<file path="config.mk">
export PLATFORM = sky130hd
export DESIGN_NAME = mem_arbiter
export DESIGN_NICKNAME = d
export VERILOG_FILES = /design/src/rtl/arm_mem_pkg.sv /design/src/rtl/mem_arbiter_rr_arb2.sv /design/src/rtl/mem_arbiter.sv
export SDC_FILE = /design/constraint.sdc
export NUM_CORES = 1
export LEC_CHECK = 0
export ABC_AREA = 1
export BUFFER_PORTS_ARGS = -buffer_cell sky130_fd_sc_hd__buf_2
export CORE_ASPECT_RATIO = 0.8
export CORE_MARGIN = 2
export CORE_UTILIZATION = 30
export CTS_CLUSTER_SIZE = 16
export DETAILED_ROUTE_END_ITERATION = 10
export SKIP_CTS_REPAIR_TIMING = 1
export SLEW_MARGIN = 5
export SYNTH_ARGS = -nofsm -noshare
export SYNTH_HDL_FRONTEND = slang
export SYNTH_SLANG_ARGS = --single-unit
</file>
<file path="constraint.sdc">
create_clock -name clk -period 1.1 [get_ports clk]
set_input_delay 0.11 -clock clk [delete_from_list [all_inputs] [get_ports clk]]
set_output_delay 0.11 -clock clk [all_outputs]
set_load 0.01 [all_outputs]
</file>
<file path="src/rtl/arm_mem_pkg.sv">
// Shared definitions for the unified-memory arbiter of the multicycle ARM core.
// It holds the arbiter state encoding, the requester ids and the default
// memory latency.
package arm_mem_pkg;

    typedef enum logic [1:0] {
        IDLE = 2'd0,
        BUSY = 2'd1,
        DONE = 2'd2
    } state_t;

    localparam logic REQ_CPU = 1'b0;
    localparam logic REQ_DMA = 1'b1;

    localparam int MEM_LAT_DEF = 2;

endpackage

</file>
<file path="src/rtl/mem_arbiter_rr_arb2.sv">
// Two-way combinational winner select.
// Ports:
//   req   [1:0] requests, bit 0 = CPU and bit 1 = DMA
//   last        id of the requester served most recently
//   grant       id of the winning requester; only meaningful when |req
// RR_EN = 1 gives a tie to the requester that was not served last.
// RR_EN = 0 gives every tie to the CPU.
module rr_arb2
    import arm_mem_pkg::*;
#(
    parameter int RR_EN = 1
) (
    input  logic [1:0] req,
    input  logic       last,
    output logic       grant
);

    always_comb begin
        grant = REQ_CPU;
        if (req == 2'b11) begin
            grant = (RR_EN != 0) ? ~last : REQ_CPU;
        end else if (req[1]) begin
            grant = REQ_DMA;
        end
    end

endmodule

</file>
<file path="src/rtl/mem_arbiter.sv">
// Arbiter that shares the single unified instruction/data memory between the
// CPU (requester 0) and the DMA/debug loader (requester 1). It serialises the
// accesses and owns the fixed-latency memory timing through a wait-state counter.
// Ports:
//   clk, reset                      clock, synchronous active-high reset
//   cpu_req/we/addr/wdata           CPU request, held until cpu_done
//   cpu_rdata, cpu_done, cpu_stall  CPU read data, completion pulse, stall
//   dma_req/we/addr/wdata           DMA request, held until dma_done
//   dma_rdata, dma_done             DMA read data, completion pulse
//   mem_en/we/addr/wdata            memory-side strobes (word-aligned address)
//   mem_rdata                       memory read data, valid on last access cycle
module mem_arbiter
    import arm_mem_pkg::*;
#(
    parameter int MEM_LAT = MEM_LAT_DEF,
    parameter int ADDR_W  = 32,
    parameter int DATA_W  = 32,
    parameter int RR_EN   = 1
) (
    input  logic              clk,
    input  logic              reset,
    input  logic              cpu_req,
    input  logic              cpu_we,
    input  logic [ADDR_W-1:0] cpu_addr,
    input  logic [DATA_W-1:0] cpu_wdata,
    output logic [DATA_W-1:0] cpu_rdata,
    output logic              cpu_done,
    output logic              cpu_stall,
    input  logic              dma_req,
    input  logic              dma_we,
    input  logic [ADDR_W-1:0] dma_addr,
    input  logic [DATA_W-1:0] dma_wdata,
    output logic [DATA_W-1:0] dma_rdata,
    output logic              dma_done,
    output logic              mem_en,
    output logic              mem_we,
    output logic [ADDR_W-1:0] mem_addr,
    output logic [DATA_W-1:0] mem_wdata,
    input  logic [DATA_W-1:0] mem_rdata
);

    localparam int                CNT_W     = $clog2(MEM_LAT) + 1;
    localparam logic [CNT_W-1:0]  CNT_INIT  = CNT_W'(MEM_LAT - 1);
    localparam logic [ADDR_W-1:0] ADDR_MASK = {{(ADDR_W-2){1'b1}}, 2'b00};

    state_t            state_q, state_d;
    logic [CNT_W-1:0]  cnt_q;
    logic              last_q;
    logic              win_q;
    logic              we_q;
    logic [ADDR_W-1:0] addr_q;
    logic [DATA_W-1:0] wdata_q;
    logic              grant;
    logic              any_req;
    logic              cnt_zero;

    assign any_req  = cpu_req | dma_req;
    assign cnt_zero = (cnt_q == '0);

    rr_arb2 #(
        .RR_EN (RR_EN)
    ) u_rr_arb2 (
        .req   ({dma_req, cpu_req}),
        .last  (last_q),
        .grant (grant)
    );

    always_ff @(posedge clk) begin
        if (reset) begin
            state_q   <= IDLE;
            cnt_q     <= '0;
            last_q    <= REQ_DMA;   // makes the CPU win the first tie
            win_q     <= REQ_CPU;
            we_q      <= 1'b0;
            addr_q    <= '0;
            wdata_q   <= '0;
            cpu_rdata <= '0;
            dma_rdata <= '0;
        end else begin
            state_q <= state_d;
            case (state_q)
                IDLE: begin
                    if (any_req) begin
                        win_q   <= grant;
                        we_q    <= (grant == REQ_DMA) ? dma_we    : cpu_we;
                        addr_q  <= (grant == REQ_DMA) ? dma_addr  : cpu_addr;
                        wdata_q <= (grant == REQ_DMA) ? dma_wdata : cpu_wdata;
                        cnt_q   <= CNT_INIT;
                    end
                end
                BUSY: begin
                    if (!cnt_zero) begin
                        cnt_q <= cnt_q - 1'b1;
                    end else begin
                        if (!we_q) begin
                            if (win_q == REQ_DMA) dma_rdata <= mem_rdata;
                            else                  cpu_rdata <= mem_rdata;
                        end
                        last_q <= win_q;
                    end
                end
                default: ;
            endcase
        end
    end

    always_comb begin
        state_d   = state_q;
        mem_en    = 1'b0;
        mem_we    = 1'b0;
        mem_addr  = '0;
        mem_wdata = '0;
        cpu_done  = 1'b0;
        dma_done  = 1'b0;
        case (state_q)
            IDLE: begin
                if (any_req) state_d = BUSY;
            end
            BUSY: begin
                // Drive from latched copies so requester changes cannot
                // disturb an access in flight; the write strobes only once.
                mem_en    = 1'b1;
                mem_we    = we_q & cnt_zero;
                mem_addr  = addr_q & ADDR_MASK;
                mem_wdata = wdata_q;
                if (cnt_zero) state_d = DONE;
            end
            DONE: begin
                cpu_done = (win_q == REQ_CPU);
                dma_done = (win_q == REQ_DMA);
                state_d  = IDLE;
            end
            default: state_d = IDLE;
        endcase
    end

    assign cpu_stall = cpu_req & ~cpu_done;

endmodule

</file>
# Word level (Yosys, flattened, before mapping)
# Cells that the tools add are included.
# op_classes
addsub	1
eq_ne	6
n_mux	16
bitwise_logic	7
reduce_logical	9
# op_table
cell	n
2-to-1 mux 32 bit	4
one-hot mux 2 bit (2 select lines)	2
AND reduction 4 bit	2
2-to-1 mux 1 bit	7
2-to-1 mux 2 bit	3
!= test 2 bit (second input constant)	3
AND reduction 2 bit	3
== test 2 bit (second input constant)	2
logical NOT 2 bit	2
inverter 1 bit	4
AND reduction 3 bit	1
AND 1 bit	2
== test 2 x 1 -> 1 bit (second input constant)	1
nonzero test 2 bit	1
subtractor 2 x 1 -> 2 bit (second input constant)	1
OR 1 bit	1
# totals
register_bits	135
input_bits	166
out_inout_bits	133
wordCells	48

# Logic depth before layout (Yosys ltp)
# Gate-level depths: netlist of the first run.
# depth
ltp_word	4
ltp_mapped	8
depth_no_buf	7

# Hierarchy
# From an unflattened synthesis of the first run, not the netlist that was laid out.
# hier_totals
cells_unflattened	1048
hier_area_um2	6459.9
# modules_own_cells
module	n_inst	cells_per_inst	area_per_inst_um2	seq_area_each_um2
mem_arbiter	1	1046	6447.4	2662.6
rr_arb2	1	2	12.5	0.0

# Worst setup path after synthesis of the first run
# OpenSTA, ideal clock, no wires.
# synth_timing
kind	register -> register
start	register cnt_q[0]
end	register dma_rdata[13]
setup_ns	0.113
arrival_time_ns	1.074
required_time_ns	0.987
slack_ns	-0.087
path_stages_with_launch	9
n_path_buf	1
synth_period_minus_slack_ns	1.187
cell_sequence	dfxtp_1 inv_1 ha_1 nand2_1 inv_1 buf_2 nand3_1 nand2_1 nor2_1
# synth_between
elab_chain_len	2
# synth_lines
item	line	rtl
start, declared	mem_arbiter.sv:47	logic [CNT_W-1:0] cnt_q;
start signal, assigned	mem_arbiter.sv:93	cnt_q <= cnt_q - 1'b1;
logical NOT 2 bit	mem_arbiter.sv:58	assign cnt_zero = (cnt_q == '0);
AND reduction 4 bit (no line)	-	
end signal, assigned	mem_arbiter.sv:96	if (win_q == REQ_DMA) dma_rdata <= mem_rdata;
end, declared	mem_arbiter.sv:33	output logic [DATA_W-1:0] dma_rdata,
# Every way passes these cells.
# A chain may end at the register's enable or synchronous reset.

# Final worst setup path of the first run
# layout_timing
start	register state_q[1]
end	output port mem_addr[10]
# layout_between
elab_chain_len	2
# layout_lines
item	line	rtl
start, declared	mem_arbiter.sv:46	state_t state_q, state_d;
start signal, assigned	mem_arbiter.sv:80	state_q <= state_d;
== test 2 x 1 -> 1 bit	mem_arbiter.sv:115	case (state_q)
2-to-1 mux 32 bit	mem_arbiter.sv:115	
end, declared	mem_arbiter.sv:37	output logic [ADDR_W-1:0] mem_addr,
# Every way passes these cells.

==> results of run 1 <==
[state kept, by name (all words and copies together) (netlist names)]
register   flops
addr_q        30
cnt_q          2
cpu_rdata     32
dma_rdata     32
last_q         1
state_q        2
wdata_q       32
we_q           1
win_q          1
[final cells by class]
cell class / instances / share of cell area [%]
inverters: 170 / 5.89
flip-flops and latches: 133 / 24.4
repair buffers: 385 / 27.6
diodes: 1 / 0.0229
multi-input cells: 804 / 32.8
clock inverters: 14 / 1.72
clock buffers: 18 / 4.02
well taps: 306 / 3.50
[report_power, final]
part           switching (mW)  internal, mW  total, mW
combinational            3.71          3.14       6.85
clock                    2.38          3.70       6.09
sequential              0.255          5.49       5.74
total                    6.35          12.3       18.7
[per-layer routing]
metal	up-vias	part of all wire [%]
met4	0	1.2
met1	3472	45
met3	17	6.7
met2	273	47
met5	-	0
li1	4072	-
[worst max-delay path, delay by kind of cell, from the launching register on]
family        cells  cell delay [ps]
flops             1              330
simple gates      2              200
buf+inv           4              500
[Yosys cell counts]
cell	number	share of area, %
a21oi_1	3	0.22
buf_1	4	0.22
buf_2	27	2.0
buf_4	22	2.4
buf_6	6	0.98
clkbuf_1	8	0.44
clkinv_1	1	0.054
conb_1	1	0.054
dfxtp_1	133	39
ha_1	2	0.36
inv_1	167	9.1
inv_2	2	0.11
nand2_1	328	18
nand2_2	2	0.18
nand3_1	66	4.8
nand3_2	1	0.15
nor2_1	390	21
nor2_2	3	0.27
nor2_4	1	0.16
nor2_8	1	0.29
nor3_1	1	0.073
o211ai_1	1	0.11
o21ai_0	2	0.15
o21ai_1	1	0.073
[final timing paths]
path                         startpoint                    endpoint  slack, ps  cells past startpoint
min                       cpu_wdata[14]    wdata_q[14]$_SDFFE_PP0P_        -20                      5
max             state_q[1]$_SDFFE_PP0P_                mem_addr[10]       -460                      6
max reg2reg     state_q[1]$_SDFFE_PP0P_     addr_q[12]$_SDFFE_PP0P_       -400                      9
min reg2reg  dma_rdata[13]$_SDFFE_PP0P_  dma_rdata[13]$_SDFFE_PP0P_        470                      2
[cell families (layout without fill, tap and decap cells)]
group                    Yosys count  after routing  share of synthesized area [%]
adder cells (fa/ha/maj)            2              2                          0.364
AND/OR/NAND/NOR                  793            793                           45.1
flip-flops                       133            133                           38.7
buffers and inverters            237            587                           15.3
AO/OA/AOI/OAI                      7              7                          0.545
other                              1              3                         0.0545
[stage by stage]
stage	area [sq um]	TNS (ps)
floorplan	6960	-1150
global placement	8980	-14780
detailed placement	8980	-17660
CTS	9610	-48450
global route	10900	-80340
finish	10900	-66450
==> reports/results.ini, run 1 <==
[run_status]
status=complete, but fails checks
violations=hold timing, setup timing

[grt]
use_met2_pct=27.0
gr-usage-met3_pct=4.43
grt_pass1_vias=6549
use_met1_pct=21.4
antenna_found_initial=1
grt-ovfl-total=0
grt_use_total_pct=16.5
grt_pass1_wl_mm=32.3
top_usage_layer=met2
grt_max_degree=62

[synth]
ys_seq_area_share_pct=38.7
synthCells=1173
synth-seq-cells=133
ys_warn_count=0
netlist_area_sq_um=6880
synth.distinct_cells=24
avgSynthCellArea_sq_um=5.87

[floorplan]
core_sq_um=22500
die_w_um=173
rows=49
start_util_pct=30.6
die_area_sq_um=24200
io_pins=299
die_y_um=139

[final_layout]
nets=1679
layoutNonFillerInstCount=1831
layout_common_cells=nand2_1 (322), nor2_1 (317), buf_2 (267), inv_1 (161), dfxtp_1 (130)
drive_gt1_share_pct=34.1
postLayoutCoreUtil_pct=48.6
multi_input_area_sq_um=3580
syn_to_final_growth_pct=58.7
fill_cells=2322
layout_commonest_cell=nand2_1
ff_latch_area_sq_um=2670

[clock_network]
h-tree-depth=4
cts_max_path_buffers=2
cts_tree=done
clk_pin_slew_worst_paths_ps=70
cts_buffers=17
cts-root-buf=clkbuf_16
cts.sinks=133
clock_latency_ps=420

[job]
drv_cap=0

[sta]
hold_slack_ps=-16.3
max_freq_mhz=642
finalWorstSetupSlack_ps=-458
finClkSkew_ps=27.3
finalMaxSlewViolations=0
period_needed_ps=1560
rsz0062_at_grt=yes
setup_violations=200
fin_crit_sh_pct=142
finalHoldViolCount=13

[drt]
vias_per_cell=4.28
drc_errors=0
wl_per_cell_um=12.9
dr.first_iter.drc_count=371
drtAntennaViolNets=0
vias=7834
dr.pass1.iters=5
wirelength_mm=23.7

[critical_path]
crit_chain=inv_4, nand2_8, clkbuf_16, buf_8, nor2_4, buf_6
start_kind=register
end_kind=output pin
worst_path_largest_cell_delay_ps=330
critPathSlowestCell=dfxtp_2
worstPathArrival_ps=1450
crit_required_ps=990
criticalPathCategory=register to output pin
worstPathMaxFanout=5

[placement]
routabilityCongestion=0.808
hpwlAfterDp_mm=15.1
pre_cts_slack_ps=-164
place_inst=1756
io_buffers=292

[power_and_ir_drop]
fin_total_pwr_mw=18.7
p_per_area_nw_per_um2=1710
peakVddDrop_mv=0.910
leakage_nw=5.98

[worst_hold_path]
min_path_type=primary input to register

(Power assumes the default switching activity.)
==> run 2: changes to the inputs <==
CORE_ASPECT_RATIO = default   (was 0.8)
==> reports/results.ini, run 2 (synthesis gave the netlist of run 1 again) <==
[power_and_ir_drop]
leakage_nw=5.86
peakVddDrop_mv=0.918
p_per_area_nw_per_um2=1730

[sta]
finalMaxSlewViolations=0
fin_crit_sh_pct=140
setup_violations=198
finalWorstSetupSlack_ps=-445
finalHoldViolCount=5
finClkSkew_ps=8.66
period_needed_ps=1550
hold_slack_ps=-10.1
rsz0062_at_grt=yes
max_freq_mhz=647

[floorplan]
die_area_sq_um=24200
rows=55
die_w_um=155
core_sq_um=22600
io_pins=299
start_util_pct=30.5
die_y_um=155

[placement]
hpwlAfterDp_mm=15.1
place_inst=1734
routabilityCongestion=0.809
io_buffers=292
dpl_cell_area_sq_um=8910

[final_layout]
insertedDiodeCount=0
postLayoutCoreUtil_pct=47.3
layout_commonest_cell=nor2_1
syn_to_final_growth_pct=55.0
reg_top3=cpu_rdata (32), dma_rdata (32), wdata_q (32)
layoutNonFillerInstCount=1794
drive_gt1_share_pct=32.7
stdcell_area_sq_um=10700
layout_common_cells=nor2_1 (330), nand2_1 (321), buf_2 (265), inv_1 (163), dfxtp_1 (131)
nets=1665

[grt]
antenna_found_initial=0
grt_use_total_pct=16.4
grt_pass1_wl_mm=32.0
grt_max_degree=51
grt_pass1_vias=6756
grt-ovfl-total=0

[run_status]
violations=hold timing, setup timing
status=complete, but fails checks

[drt]
dr.pass1.iters=5
vias=7674
dr.first_iter.drc_count=358
drtAntennaViolNets=0
drc_errors=0
wirelength_mm=23.3
wl_per_cell_um=13.0
vias_per_cell=4.28

[clock_network]
clk_pin_slew_worst_paths_ps=60
cts-root-buf=clkbuf_16
cts.sinks=133
h-tree-depth=4
cts_max_path_buffers=2
clock_latency_ps=410
cts_buffers=17
cts_tree=done

[critical_path]
ff2ff_path_depth=11
path_delay_family=buffers and inverters
crit_required_ps=990
r2r_slack_ps=-440
end_kind=output pin
crit_buf_inv=4
criticalPathCategory=register to output pin
worstPathMaxFanout=6
timing.rr.start=state_q[1]$_SDFFE_PP0P_
start_kind=register
worst_path_largest_cell_delay_ps=330
worstPathArrival_ps=1440
critPathSlowestCell=dfxtp_2
reg2reg_to=cpu_rdata[20]$_SDFFE_PP0P_
crit_chain=inv_4, nand2_8, buf_12, buf_4, nor2_4, buf_6

[job]
drv_cap=0

[worst_hold_path]
hp-start=cpu_wdata[15]
hold_path_end=wdata_q[15]$_SDFFE_PP0P_
hold_depth=5
min_path_type=primary input to register

## run 2: changes by cell type in the layout (fill, tap and decap cells not counted), moves of 3 or more
cell,before,now
buf_8,8,1
buf_12,25,22
clkinvlp_4,0,3
nor2_1,317,330
nand3_1,62,57
inv_6,5,1
nor2_2,50,33
nor2_4,27,31
nand3_2,4,9
nand2_2,4,7
buf_4,29,32
## run 2: worst max path at each step
stage / startpoint / endpoint / slack [ps] / cells after the start
6_report: state_q[1]$_SDFFE_PP0P_ / mem_wdata[22] / -450 / 6
5_1_grt: state_q[1]$_SDFFE_PP0P_ / cpu_rdata[20]$_SDFFE_PP0P_ / -520 / 11
4_1_cts: state_q[1]$_SDFFE_PP0P_ / mem_wdata[22] / -560 / 6
3_5_place_dp: state_q[0]$_SDFFE_PP0P_ / wdata_q[16]$_SDFFE_PP0P_ / -170 / 8
3_3_place_gp: state_q[0]$_SDFFE_PP0P_ / addr_q[15]$_SDFFE_PP0P_ / -140 / 8
2_1_floorplan: state_q[1]$_SDFFE_PP0P_ / mem_addr[10] / -10 / 5
## run 2: metrics by stage
stage	hold WS (ps)	setup TNS (ps)	total power [mW]	setup slack, ps
floorplan	175	-1150	9.06	-13.5
global placement	346	-14870	10.8	-140
detailed placement	345	-16060	10.8	-173
CTS	-98.4	-46860	17.0	-561
global route	5.82	-74490	19.5	-523
finish	-10.1	-61650	18.4	-445
## run 2: cell type report
class	instances	area, sq um
clock inverter	11	174
fill	2318	11900
sequential	133	2670
tap	285	357
inverter	170	643
timing repair buffer	371	2790
multi-input combinational	804	3570
clock buffer	20	467
## run 2: layer usage
layer	up-vias	track usage [%]	routed length (um)
met5	-	0	0
met4	0	4.72	271
met3	19	3.15	1380
met2	268	28.3	11400
met1	3348	20.8	10200
li1	4039	-	-
## run 2: worst register-to-register path: stages, from the launching register on
cell	delay (ps)
dfxtp_2	330
inv_4	80
nand2_8	90
buf_4	150
buf_6	110
nor2_4	110
buf_6	160
buf_12	110
clkbuf_16	140
nand3_1	70
nand2_1	70
nor2_1	40
## run 2: power breakdown
group          leakage, nW  total (mW)  switching (mW)  internal [mW]
clock network        0.305        6.20            2.22           3.98
logic                 4.46        6.49            3.61           2.88
registers             1.09        5.74           0.250           5.49
total                 5.86        18.4            6.09           12.3
==> run 3: changes to the inputs <==
CTS_CLUSTER_DIAMETER = 80   (was default)
PLACE_DENSITY = 0.57   (was default)
SYNTH_HIERARCHICAL = 1   (was default)
==> reports/results.ini, run 3 <==
[run_status]
status=complete, but fails checks
violations=setup timing

[final_layout]
stdcell_area_sq_um=11500
reg_top3=cpu_rdata (32), dma_rdata (32), wdata_q (32)
nets=1559
drive_gt1_share_pct=46.7
layout_commonest_cell=buf_2
layoutNonFillerInstCount=1680
syn_to_final_growth_pct=78.2
layout_common_cells=buf_2 (249), nand2_1 (199), inv_1 (164), nor2_1 (140), dfxtp_1 (127)
postLayoutCoreUtil_pct=54.6

[clock_network]
h-tree-depth=4
cts-root-buf=clkbuf_16
cts_buffers=17
cts.sinks=133
cts_max_path_buffers=2
clk_pin_slew_worst_paths_ps=60
cts_tree=done
clock_latency_ps=430

[job]
drv_cap=0

[drt]
dr.pass1.iters=5
drtAntennaViolNets=0
drc_errors=0
wl_per_cell_um=15.5
vias_per_cell=4.58
dr.first_iter.drc_count=355
wirelength_mm=26.0
vias=7688

[critical_path]
path_delay_family=buffers and inverters
crit_chain=inv_4, nand2_8, buf_12, nor2_1, buf_2
end_kind=output pin
crit_buf_inv=3
criticalPathCategory=register to output pin
start_kind=register
worstPathMaxFanout=5
crit_required_ps=990
worstPathArrival_ps=1490
critPathSlowestCell=dfxtp_2
r2r_slack_ps=-280
worst_path_largest_cell_delay_ps=330

[floorplan]
rows=53
core_sq_um=21100
die_y_um=151
die_w_um=151
io_pins=299
start_util_pct=30.6
die_area_sq_um=22700

[synth]
synth-seq-cells=133
synth_ff_type=dfxtp_1
synthTopCellsByArea=dfxtp_1 (41%), nand2_1 (15%), nor2_1 (12%)
netlist.area_leader.share_pct=41.2
ys_warn_count=6
synth.distinct_cells=20
synth.most_common_cell=nand2_1
ys_seq_area_share_pct=41.2
synthCells=1048
synth_edf_count=0
avgSynthCellArea_sq_um=6.16
netlist_area_sq_um=6460
yosysTopAreaCell=dfxtp_1
async_flop_share_pct=0
synthTopCellsByCount=nand2_1 (265), nor2_1 (202), inv_1 (169)

[sta]
max_freq_mhz=624
setup_violations=199
fin_crit_sh_pct=146
finalWorstSetupSlack_ps=-501
finalMaxSlewViolations=0
hold_slack_ps=13.1
finClkSkew_ps=9.93
period_needed_ps=1600
fin_setup_tns_ps=-49920
finalHoldViolCount=0
rsz0062_at_grt=yes

[grt]
grt-ovfl-total=0
grt_pass1_vias=6471
antenna_found_initial=5
grt_pass1_wl_mm=31.4
use_met1_pct=21.7
grt_use_total_pct=17.6
top_usage_layer=met2
use_met2_pct=28.9
grt_max_degree=77
gr-usage-met3_pct=5.42

[placement]
hpwlAfterDp_mm=14.7
dpl_cell_area_sq_um=8590
place_inst=1596
pre_cts_slack_ps=-167
routabilityCongestion=0.799
io_buffers=292

[power_and_ir_drop]
peakVddDrop_mv=0.777
switching_power_mw=5.71
p_per_area_nw_per_um2=1440
combPwrFrac_pct=34.3
fin_total_pwr_mw=16.6
pwr-share-clk_pct=32.0
p_sw_share_pct=34.4
intPower_mw=10.9
leakage_nw=5.60
seqPwrFrac_pct=33.7

[worst_hold_path]
min_path_type=primary input to register

==> run 3: worst paths after layout <==
check | start | end | cells after the start
min | mem_rdata[23] | dma_rdata[23]$_SDFFE_PP0P_ | 5
max reg2reg | last_q$_SDFFE_PP1P_ | addr_q[11]$_SDFFE_PP0P_ | 7
max | state_q[1]$_SDFFE_PP0P_ | mem_wdata[6] | 5
min reg2reg | wdata_q[31]$_SDFFE_PP0P_ | wdata_q[31]$_SDFFE_PP0P_ | 2
==> run 3: power by group through the flow <==
stage                     logic, mW  clock network (mW)  registers, mW
after floorplan                2.14                   0           5.73
after global placement         3.66                   0           5.66
after detailed placement       3.70                   0           5.68
after CTS                      3.71                5.44           5.57
after global routing           6.14                5.61           5.65
final                          5.70                5.32           5.59
==> run 3: cells by family (layout without fill, tap and decap cells) <==
| logic type | Yosys count | count (layout) | synth area share, % |
|---|---|---|---|
| other | 1 | 3 | 0.0581 |
| buffers and inverters | 239 | 594 | 14.9 |
| AO/OA/AOI/OAI | 133 | 133 | 10.4 |
| AND/OR/NAND/NOR | 540 | 540 | 33.0 |
| adder cells (fa/ha/maj) | 2 | 2 | 0.387 |
| flip-flops | 133 | 133 | 41.2 |
==> run 3: worst register-to-register path: cells and delay by family (launching register included) <==
kind	cells	cell delay, ps
flip-flops	1	350
AO/OA/AOI/OAI	3	450
buffers and inverters	2	370
AND/OR/NAND/NOR	2	150
==> run 3: final cells by class <==
class	instances	area [sq um]
clock inverter	13	103
inverter	172	648
multi-input combinational	677	3960
timing repair buffer	390	3340
fill	1973	9580
tap	275	344
antenna	1	2.50
clock buffer	19	443
sequential	133	2680
==> run 3: routing by layer <==
| layer | vias to the layer above | wire [um] |
|---|---|---|
| met1 | 3466 | 10100 |
| met4 | 10 | 861 |
| met5 | - | 52 |
| met3 | 69 | 1910 |
| met2 | 306 | 13000 |
| li1 | 3837 | - |
